## config.mk

```make
export PLATFORM = sky130hd
export DESIGN_NAME = maxpool_2x2
export DESIGN_NICKNAME = d
export VERILOG_FILES = /design/src/rtl/maxpool_2x2.sv
export SDC_FILE = /design/constraint.sdc
export NUM_CORES = 1
export LEC_CHECK = 0
export ABC_AREA = 1
export BUFFER_PORTS_ARGS = -buffer_cell sky130_fd_sc_hd__buf_2
export CAP_MARGIN = 40
export CORE_MARGIN = 1.5
export CORE_UTILIZATION = 35
export DETAILED_ROUTE_END_ITERATION = 12
export SYNTH_ARGS = -nofsm -noshare
export SYNTH_HDL_FRONTEND = slang
export SYNTH_SLANG_ARGS = --single-unit
```

## constraint.sdc

```tcl
create_clock -name clk -period 5.95 [get_ports clk]
set_input_delay 0.2975 -clock clk [delete_from_list [all_inputs] [get_ports clk]]
set_output_delay 0.2975 -clock clk [all_outputs]
set_load 0.005 [all_outputs]
```

## src/rtl/maxpool_2x2.sv

```systemverilog
// 2x2 stride-2 max pooling of a finished convolution result map into an output buffer.
// Build option MAXPOOL_RELU_EN: clamp negative source samples to 0 before pooling (fused ReLU).
//
// state | meaning
// IDLE  | waiting for start
// READ  | issuing the four window reads, k = 0..3
// DRAIN | last read data returning, no read issued
// WRITE | pooled maximum written to the destination buffer
// DONE  | one-cycle completion pulse
module maxpool_2x2 #(
    parameter int BIT_DEPTH  = 8,
    parameter int ADDR_WIDTH = 10,
    parameter int IMG_W      = 26,
    parameter int IMG_H      = 26
) (
    input  logic                  clk,
    input  logic                  rst,
    input  logic                  start,
    output logic                  busy,
    output logic                  done,
    output logic                  src_rd_en,
    output logic [ADDR_WIDTH-1:0] src_rd_addr,
    input  logic [BIT_DEPTH-1:0]  src_data,
    output logic                  dst_wr_en,
    output logic [ADDR_WIDTH-1:0] dst_addr,
    output logic [BIT_DEPTH-1:0]  dst_data
);

    localparam int OW = IMG_W / 2;
    localparam int OH = IMG_H / 2;
    localparam logic [ADDR_WIDTH-1:0] OW_LAST = ADDR_WIDTH'(OW - 1);
    localparam logic [ADDR_WIDTH-1:0] OH_LAST = ADDR_WIDTH'(OH - 1);
    localparam logic [ADDR_WIDTH-1:0] W_A     = ADDR_WIDTH'(IMG_W);
    localparam logic [ADDR_WIDTH-1:0] OW_A    = ADDR_WIDTH'(OW);

    typedef enum logic [2:0] {IDLE, READ, DRAIN, WRITE, DONE} state_t;

    state_t                  state_q, state_d;
    logic [1:0]              k_q, k_d;
    logic [ADDR_WIDTH-1:0]   prow_q, prow_d;
    logic [ADDR_WIDTH-1:0]   pcol_q, pcol_d;
    logic [BIT_DEPTH-1:0]    max_q, max_d;
    logic                    busy_q, busy_d;
    logic                    done_q, done_d;
    logic                    src_rd_en_q, src_rd_en_d;
    logic [ADDR_WIDTH-1:0]   src_rd_addr_q, src_rd_addr_d;
    logic                    dst_wr_en_q, dst_wr_en_d;
    logic [ADDR_WIDTH-1:0]   dst_addr_q, dst_addr_d;
    logic [BIT_DEPTH-1:0]    dst_data_q, dst_data_d;
    logic [BIT_DEPTH-1:0]    sample;
    logic [ADDR_WIDTH-1:0]   row_a, col_a;

    always_comb begin
        sample = src_data;
`ifdef MAXPOOL_RELU_EN
        if (src_data[BIT_DEPTH-1]) sample = '0;
`else
`endif
        state_d = state_q;
        k_d     = k_q;
        prow_d  = prow_q;
        pcol_d  = pcol_q;
        max_d   = max_q;

        case (state_q)
            IDLE: begin
                if (start) begin
                    state_d = READ;
                    k_d     = 2'd0;
                    prow_d  = '0;
                    pcol_d  = '0;
                end
            end
            READ: begin
                // Data seen in slot k belongs to the read issued in slot k-1.
                if (k_q == 2'd1) begin
                    max_d = sample;
                end else if (k_q != 2'd0 && $signed(sample) > $signed(max_q)) begin
                    max_d = sample;
                end
                if (k_q == 2'd3) begin
                    state_d = DRAIN;
                    k_d     = 2'd0;
                end else begin
                    k_d = k_q + 2'd1;
                end
            end
            DRAIN: begin
                if ($signed(sample) > $signed(max_q)) max_d = sample;
                state_d = WRITE;
            end
            WRITE: begin
                if (pcol_q < OW_LAST) begin
                    pcol_d  = pcol_q + 1'b1;
                    state_d = READ;
                end else if (prow_q < OH_LAST) begin
                    pcol_d  = '0;
                    prow_d  = prow_q + 1'b1;
                    state_d = READ;
                end else begin
                    state_d = DONE;
                end
            end
            DONE:    state_d = IDLE;
            default: state_d = IDLE;
        endcase

        // Registered outputs are derived from the next state.
        busy_d      = (state_d == READ) || (state_d == DRAIN) || (state_d == WRITE);
        done_d      = (state_d == DONE);
        src_rd_en_d = (state_d == READ);
        dst_wr_en_d = (state_d == WRITE);

        row_a         = {prow_d[ADDR_WIDTH-2:0], k_d[1]};
        col_a         = {pcol_d[ADDR_WIDTH-2:0], k_d[0]};
        src_rd_addr_d = src_rd_addr_q;
        if (state_d == READ) src_rd_addr_d = row_a * W_A + col_a;

        dst_addr_d = dst_addr_q;
        dst_data_d = dst_data_q;
        if (state_d == WRITE) begin
            dst_addr_d = prow_q * OW_A + pcol_q;
            dst_data_d = max_d;
        end
    end

    always_ff @(posedge clk) begin
        if (rst) begin
            state_q       <= IDLE;
            k_q           <= '0;
            prow_q        <= '0;
            pcol_q        <= '0;
            max_q         <= '0;
            busy_q        <= 1'b0;
            done_q        <= 1'b0;
            src_rd_en_q   <= 1'b0;
            src_rd_addr_q <= '0;
            dst_wr_en_q   <= 1'b0;
            dst_addr_q    <= '0;
            dst_data_q    <= '0;
        end else begin
            state_q       <= state_d;
            k_q           <= k_d;
            prow_q        <= prow_d;
            pcol_q        <= pcol_d;
            max_q         <= max_d;
            busy_q        <= busy_d;
            done_q        <= done_d;
            src_rd_en_q   <= src_rd_en_d;
            src_rd_addr_q <= src_rd_addr_d;
            dst_wr_en_q   <= dst_wr_en_d;
            dst_addr_q    <= dst_addr_d;
            dst_data_q    <= dst_data_d;
        end
    end

    assign busy        = busy_q;
    assign done        = done_q;
    assign src_rd_en   = src_rd_en_q;
    assign src_rd_addr = src_rd_addr_q;
    assign dst_wr_en   = dst_wr_en_q;
    assign dst_addr    = dst_addr_q;
    assign dst_data    = dst_data_q;

endmodule

```

; ---- Word level (Yosys, flattened, before mapping)
; Index checks and enable logic that the tools add are counted.
[word_totals]
inputBits = 11
output_inout_bits = 32
register_bits = 65
wordCells = 65
[op_classes]
n_eq_ne = 13
add_sub_neg = 5
multipliers = 2
n_reduce_logical = 8
n_lt_le_gt_ge = 3
muxes = 20
[op_table]
columns = operator, n
row1 = $mux W10, 6
row2 = $pmux W10 S2, 2
row3 = $mux W8, 3
row4 = $add A10 B1 Y10 const B, 2
row5 = $add A10 B10 Y10, 2
row6 = $lt A10 B4 Y1 const B, 2
row7 = $pmux W8 S2, 1
row8 = $eq A3 B2 Y1 const B, 4
row9 = $mux W3, 4
row10 = $pmux W3 S4, 1
row11 = $mul A10 B4 Y10 const B, 1
row12 = $mul A10 B4 Y9 const B, 1
row13 = $gt A8 B8 Y1, 1
row14 = $eq A3 B1 Y1 const B, 2
row15 = $ne A2 B2 Y1 const B, 3
row16 = $mux W2, 2
row17 = $pmux W2 S2, 1
row18 = $reduce_and A4 Y1, 1
row19 = $reduce_bool A2 Y1, 2
row20 = $eq A3 B3 Y1 const B, 1
row21 = $logic_not A3 Y1, 1
row22 = $ne A3 B3 Y1 const B, 1
row23 = $reduce_and A3 Y1, 1
row24 = $add A2 B1 Y2 const B, 1
row25 = 4 further kinds, 5

; ---- Logic depth before layout (Yosys ltp)
; Gate-level depths: netlist (run 1).
[depth]
depth_word = 7
mapped_depth = 29

; ---- Least setup slack after synthesis (run 1)
; Ideal clock, no wire load.
[synth_timing]
kind = register to register
from = reg prow_q[6]
to = reg src_rd_addr_q[9], in the netlist src_rd_addr[9]
path_buffers = 0
t_required_ns = 5.841
stages_incl_launch_ff = 25
setup_ns = 0.109
setup_slack_ns = 1.727
arrival_time_ns = 4.114
synth_period_minus_slack_ns = 4.223
cell_sequence = dfxtp_1 inv_1 ha_1 nand2_1 nand2_1 nand2_1 nand3_4 o21ai_0 inv_1 ha_1 fa_1 fa_1 nand3_1 nand2_1 xor2_1 ha_1 a21oi_1 o21ai_0 a21oi_1 nand3b_1 nand2_1 nand3_1 nand3_1 nand2_1 inv_1
[synth_via]
elab_chain_len = 6
word_cells_on_any_way = 15
[synth_rtl]
columns = item, line
row1 = start: declaration, 40  ; logic [ADDR_WIDTH-1:0] prow_q, prow_d;
row2 = start signal: assignment, 144  ; prow_q <= prow_d;
row3 = $lt A10 B4 Y1, 96  ; end else if (prow_q < OH_LAST) begin
row4 = $mux W10, 96
row5 = $mux W10, 93  ; if (pcol_q < OW_LAST) begin
row6 = $pmux W10 S2, 65  ; case (state_q)
row7 = named net prow_d[0], 40
row8 = $mul A10 B4 Y9, 117  ; if (state_d == READ) src_rd_addr_d = row_a * W_A + col_a;
row9 = $add A10 B10 Y10, 117
row10 = end signal: assignment, 150  ; src_rd_addr_q <= src_rd_addr_d;
row11 = end: declaration, 46  ; logic [ADDR_WIDTH-1:0] src_rd_addr_q, src_rd_addr_d;
; The timed path passes the listed nets, and every way through them passes these cells. The select of a mux whose other input is x is not followed.
; A chain may end at the register's enable or synchronous reset.

; ---- Worst setup path in the final report (run 1)
; Same ends and word-level chain as after synthesis.

==> results of run 1 <==
-- cell usage in the layout (no fill, tap or decap), types with 5 or more instances in the layout --
master	count
clkbuf_16	9
nand3_1	29
xor2_1	5
a21oi_1	52
nand2_2	9
o21ai_0	50
fa_1	18
ha_1	55
dfxtp_1	65
xnor2_1	13
nor2_1	49
o211ai_1	12
inv_1	105
nand2_1	133
buf_2	42
-- routing by layer --
metal | global-route usage | wire length (um)
met3 | 0.04230 | 450
met5 | 0 | 0
met1 | 0.2252 | 5685
met4 | 0.04092 | 121
met2 | 0.2575 | 4864
-- flip-flops by register name (all words and copies together) (netlist names), named ones only --
| name | flops |
|---|---|
| pcol_q | 10 |
| prow_q | 9 |
| dst_addr | 10 |
| busy | 1 |
| dst_wr_en | 1 |
| done | 1 |
| src_rd_en | 1 |
| max_q | 8 |
| state_q | 3 |
| k_q | 2 |
| dst_data | 8 |
| src_rd_addr | 10 |
-- worst reg2reg max path: cells and delay by family (launching register included) --
family	cells	cell delay, ns
buffers and inverters	5	0.40
flip-flops	1	0.40
AO/OA/AOI/OAI	5	1.01
AND/OR/NAND/NOR	10	0.93
adder cells (fa/ha/maj)	5	1.64
XOR/XNOR	1	0.20
-- cell usage after synthesis --
master,number
inv_1,105
a21oi_1,52
nand2_2,9
nand3b_1,4
nand2_1,133
ha_1,55
inv_2,2
nor3_1,2
clkbuf_1,9
fa_1,18
a31oi_1,1
buf_2,3
a21oi_4,1
a21boi_0,1
inv_4,1
nor2_4,2
xnor2_1,13
nand3_2,1
buf_4,3
a211oi_2,1
nand3_1,29
o211ai_1,12
o21a_1,2
nand2_4,3
a21o_1,1
xor2_1,5
nor2_1,49
o21bai_1,2
nor2_2,4
nand3_4,1
or2_2,1
buf_6,1
nand4_1,3
o21ai_0,50
a211oi_1,1
dfxtp_1,65
nor3_2,1
-- worst paths after layout --
check	start	endpoint	slack, ns	cells past startpoint
setup reg to reg	prow_q[6]	src_rd_addr[9]	1.26	26
hold reg to reg	dst_data[2]	dst_data[2]	0.46	2
setup / recovery	prow_q[6]	src_rd_addr[9]	1.26	26
hold / removal	src_data[0]	dst_data[0]	0.31	3
-- power groups by stage --
stage | sequential [mW] | combinational (mW) | clock (mW)
after floorplan | 0.463 | 0.0784 | 0
after global placement | 0.463 | 0.107 | 0
after detailed placement | 0.463 | 0.112 | 0
after CTS | 0.454 | 0.113 | 0.561
after global routing | 0.455 | 0.128 | 0.580
final | 0.454 | 0.113 | 0.543
-- per-stage QoR --
stage,util,cell area (um^2),power [mW],std cells
floorplan,-,4755,0.5412,646
global placement,0.3863,5116,0.5702,849
detailed placement,0.3884,5144,0.5756,850
CTS,0.4116,5450,1.128,866
global route,0.4116,5450,1.163,866
finish,0.4116,5450,1.110,866
-- layout make-up --
type,count,share of cell area
clock buffer,10,0.04385
tap,176,0.04040
sequential,65,0.2388
multi-input combinational,457,0.5448
timing repair buffer,44,0.04500
clock inverter,6,0.01240
inverter,108,0.07484
-- cells by family after synthesis --
kind of cell / Yosys count / synth area share
adder cells (fa/ha/maj): 73 / 0.2205
AND/OR/NAND/NOR: 242 / 0.2247
flip-flops: 65 / 0.2737
XOR/XNOR: 18 / 0.03316
buffers and inverters: 124 / 0.1032
AO/OA/AOI/OAI: 124 / 0.1447
==> out/results.txt, run 1 <==
status -> completed
total number of vias -> 4119
post-synthesis sequential area ratio -> 0.2737
clock share of power -> 0.489
Final TNS setup -> 0 ns
initial antenna violation count -> 0
gpl congestion -> 0.9175
vias per cell -> 4.756
Final HPWL DP -> 8583 um
DIE HEIGHT -> 119.6 um
largest net degree at the start of global routing -> 35
Clock Tree Buf Depth -> 2
syn_area_per_cell -> 7.360 um^2
setup bufs post-CTS -> 0
Tmin final -> 4.689 ns
slowest stage delay, CP -> 0.41 ns
final setup skew -> 0.005473 ns
yosys warns -> 0
relative slew slack -> 0.4476
Yosys cell types -> 37
CTS sink cnt -> 65
CTS Hold Bufs -> 0
IO Port Bufs -> 42
cts repair resizes -> 0
DIE AREA -> 14290 um^2
net switching power -> 0.2901 mW
Static Leakage -> 2.816 nW
All-Layer GR Usage -> 0.1641
total CTS buffers -> 9
critical path startpoint category -> register
IO Pins -> 43
Detail Route Antenna Nets -> 0
syn_nets -> 730
pwr/cell area -> 203.6 nW/um^2
Area Growth Syn to Fin -> 14.63%
Max VDD drop -> 126.0 uV
global-route wire length before repair -> 18830 um
layout cell share with drive strength beyond 1 -> 0.1261
Iter 0 DRT Violations -> 228
final hold slack -> 0.3066 ns
slowest CP cell -> o21ai_0
worst-skew pair later-pin latency -> 0.34 ns
Final Max Slew Viols -> 0
Die Span X -> 119.6 um
Max Freq -> 0.2132 GHz
number of detailed-routing iterations run before antenna repair -> 7
Crit path top cell by count -> nand2_1
# DRC -> 0
final setup vio count -> 0
Syn Inst Count -> 646
mapped cell area -> 4755 um^2
post-DR wirelength/cell -> 12.84 um
grt ovf -> 0
Max-Cap Viols -> 0
area leader, netlist -> dfxtp_1
internal power -> 0.8197 mW
FF+latch count, synth -> 65
Hold Fails Final Rpt -> 0
vias in the first global route -> 3896
dpl ws -> 1.270 ns
Final period util -> 0.7881
initial core utilization -> 0.3590
CTS root buf -> clkbuf_16
min setup slack post-route -> 1.261 ns
switching part of the total -> 0.2614
multi-input logic area -> 2969 um^2
combinational share of power -> 0.101
Core Region -> 13240 um^2
Inserted Diodes -> 0
FF+latch area -> 1301 um^2
Worst-Margin Slew -> 0.8256 ns
Buf/Inv on CP -> 5
Worst-path clk slew -> 0.06 ns
TritonCTS clock tree -> done
maximum fanout along the worst path -> 10
fill count -> 1366
crit path DAT -> 4.93 ns
Hold WC Path Type -> in2reg
Total Wirelength -> 11120 um
CP top delay family -> adder cells
Layout Nets -> 769
Critical Path Sink Type -> register
Site Rows -> 42
ranking of synthesized cells by area -> dfxtp_1, ha_1, nand2_1, inv_1, fa_1
critical path type -> reg2reg
RSZ-0062 raised after global routing -> false
H-tree depth -> 3
sequential fraction of design power -> 0.409
Synth top area share -> 0.2737
Critical Path RT -> 6.19 ns
(Power assumes the default switching activity.)
==> run 2, diff against run 1 <==
- ABC_AREA: 1 -> 0
- clock period: 5.95 -> 4.35 ns (I/O delays scaled with it)
==> out/results.txt, run 2 <==
# DRC -> 0 (unchanged)
Critical Path RT -> 4.60 ns (-1.59 ns)
top_reg_cell synth -> dfxtp_1
mux share of post-synthesis cell area -> 0.03565 (+0.03565)
IO Port Bufs -> 42 (unchanged)
Core Region -> 11960 um^2 (-9.7%)
Max VDD drop -> 197.0 uV (+56%)
syn_area_per_cell -> 8.920 um^2 (+21%)
vias in the first global route -> 3588 (-7.9%)
number of flops mapped to enable cells by yosys -> 0 (unchanged)
Worst-path clk slew -> 0.06 ns (about the same)
ranking of synthesized cells by area -> dfxtp_1, ha_1, fa_1, xnor2_1, inv_1
total CTS buffers -> 9 (unchanged)
initial core utilization -> 0.3579 (-0.001083)
critical path startpoint category -> register
setup bufs post-CTS -> 0 (unchanged)
gpl congestion -> 0.8288 (-9.7%)
FF+latch count, synth -> 65 (unchanged)
vias per cell -> 4.935 (+3.8%)
Top Metal Used -> met4
grt ovf -> 0 (unchanged)
Worst Reg-to-Reg Cells -> 20 (-23%)
Critical Path Sink Type -> register
Max Freq -> 0.2160 GHz (+1.3%)
dpl cells -> 704 (-17%)
Simple-Gate Fraction of Synth Area -> 0.1502 (-0.07453)
Hold WC Path Type -> in2reg
layout cell share with drive strength beyond 1 -> 0.2513 (+0.1252)
H-tree depth -> 3 (unchanged)
metal2 WL -> 4541 um (-6.6%)
count leader, synth -> dfxtp_1
worst-skew pair later-pin latency -> 0.34 ns (about the same)
Layout Nets -> 652 (-15%)
All-Layer GR Usage -> 0.1628 (-0.001227)
Post-Synth Adder-Cell Area -> 0.2449 (+0.02436)
TritonCTS clock tree -> done
Clock Tree Buf Depth -> 2 (unchanged)
fin util -> 0.4593 (+0.04774)
Iter 0 DRT Violations -> 198 (-13%)
Synth top area share -> 0.3039 (+0.03023)
Die Span X -> 113.6 um (-5.0%)
Final Max Slew Viols -> 0 (unchanged)
Max-Cap Viols -> 0 (unchanged)
area leader, netlist -> dfxtp_1
DIE AREA -> 12910 um^2 (-9.7%)
most frequent cells after synthesis -> dfxtp_1, ha_1, inv_1, nor2_1, nand2_1
pwr/cell area -> 293.7 nW/um^2 (+44%)
Post-synth ARST share -> 0 (unchanged)
Hold Fails Final Rpt -> 0 (unchanged)
Worst-Margin Slew -> 0.9271 ns (+0.1015 ns)
initial antenna violation count -> 0 (unchanged)
mapped cell area -> 4282 um^2 (-9.9%)
post-DR wirelength/cell -> 13.42 um (+4.5%)
Final period util -> 1.064 (+0.2760)
yosys warns -> 0 (unchanged)
number of detailed-routing iterations run before antenna repair -> 4 (-3)
Yosys cell types -> 51 (+38%)
CTS sink cnt -> 65 (unchanged)
most frequent cells in the layout -> dfxtp_1, ha_1, nor2_1, buf_4, inv_1
Overall Power -> 1.613 mW (+45%)
DIE HEIGHT -> 113.6 um (-5.0%)
M1 WL -> 4620 um (-19%)
Area Growth Syn to Fin -> 28.32%
relative slew slack -> 0.3797 (-0.06790)
largest net degree at the start of global routing -> 48 (+37%)
post-synthesis sequential area ratio -> 0.3039 (+0.03023)
total number of vias -> 3553 (-14%)
min setup slack post-route -> -0.2788 ns (-1.539 ns)
Static Leakage -> 2.737 nW (-2.8%)
met3 WL post-DR -> 373 um (-17%)
critical path type -> reg2reg
status -> finished with violations
Syn Inst Count -> 480 (-26%)
maximum fanout along the worst path -> 4 (-6)
CTS Hold Bufs -> 0 (unchanged)
IO Pins -> 43 (unchanged)
Total Wirelength -> 9662 um (-13%)
RSZ-0062 raised after global routing -> true
Tmin final -> 4.629 ns (-0.06056 ns)
Synth Area in Compound Gates -> 0.1490 (+0.004299)
most common cell after layout, fill and taps aside -> dfxtp_1
Inserted Diodes -> 0 (unchanged)
CTS root buf -> clkbuf_16
global-route wire length before repair -> 16790 um (-11%)
final setup vio count -> 1 (+1)
post-synthesis xor/xnor area fraction -> 0.05728 (+0.02412)
crit path DAT -> 4.88 ns (-0.05 ns)
syn_nets -> 564 (-23%)
Finished Layout Cells -> 720 (-17%)
Site Rows -> 40 (-4.8%)
Detail Route Antenna Nets -> 0 (unchanged)
largest family of logic cells by synthesized area -> adder cells
violated checks -> setup timing
final setup skew -> 0.009989 ns (+0.004516 ns)
Final HPWL DP -> 7655 um (-11%)
hold depth -> 3 (unchanged)
run 2: changes by cell type in the layout (fill, tap and decap cells not counted), sizes merged, moves of 18 or more:
cell,before,now
o21ai,50,17
buf,44,92
nand3,31,7
a21oi,53,35
nand2,145,38
inv,108,53
run 2: cells by family (layout without fill, tap and decap cells):
| family | Yosys count | count (layout) |
|---|---|---|
| AOI/OAI and AO/OA | 96 | 96 |
| xor gates and xnor gates | 28 | 28 |
| and+or+nand+nor | 137 | 137 |
| adders and majority gates | 73 | 73 |
| buffers and inverters | 66 | 159 |
| DFF | 65 | 65 |
| muxes | 15 | 15 |
run 2: repair_timing:
action,4_1_cts,5_1_grt
resized for setup,1,11
pin swaps,2,6
endpoints found under the setup margin,1,2
run 2: per-stage QoR:
stage          hold slack (ns)  worst slack [ns]  cell area (um^2)  TNS [ns]
6_report                0.1640           -0.2788              5494   -0.2788
5_1_grt                 0.1826           -0.4796              5494   -0.5887
4_1_cts                 0.1580           -0.2809              5460   -0.2809
3_5_place_dp            0.4475           -0.2868              5074   -0.2868
3_3_place_gp            0.4396           -0.1865              5054   -0.1865
2_1_floorplan           0.3447           -0.2179              4353   -0.2179
run 2: where the power goes:
| part | internal, mW | switching (mW) | total [mW] |
|---|---|---|---|
| Sequential | 0.603 | 0.00440 | 0.607 |
| Clock | 0.636 | 0.281 | 0.916 |
| Combinational | 0.0378 | 0.0522 | 0.0901 |
run 2: path summary, 6_finish.rpt:
path                                  start        endpoint  slack [ns]
worst min register to register  dst_addr[5]     dst_addr[5]        0.45
worst max-delay path              prow_q[3]  src_rd_addr[9]       -0.28
worst min-delay path            src_data[4]        max_q[4]        0.16
worst max register to register    prow_q[3]  src_rd_addr[9]       -0.28
run 2: critical path: stages, from the launching register on:
cell       delay (ns)
dfxtp_2          0.33
ha_4             0.15
nand2b_4         0.14
a2111oi_4        0.33
and2_4           0.24
nand2_4          0.07
mux2_4           0.29
inv_4            0.06
ha_1             0.22
fa_1             0.49
ha_1             0.31
a21o_1           0.17
a21oi_2          0.16
xnor2_1          0.14
ha_1             0.27
o21a_1           0.17
nor2_1           0.08
a21oi_1          0.06
xor2_1           0.17
or4_1            0.51
o221ai_2         0.17
run 2: final cells by class:
| cell class | instances | area (um^2) |
|---|---|---|
| Sequential cell | 65 | 1313 |
| Timing Repair Buffer | 92 | 601.8 |
| Inverter | 51 | 193.9 |
| Clock buffer | 10 | 239.0 |
| Multi-Input combinational cell | 349 | 2828 |
| Fill cell | 1134 | 6467 |
| Tap cell | 147 | 183.9 |
| Clock inverter | 6 | 135.1 |
run 2: per-layer routing:
layer,GRT usage,vias up
met1,0.2052,1666
li1,-,1814
met4,0.04417,0
met5,0,-
met2,0.2735,63
met3,0.04623,10
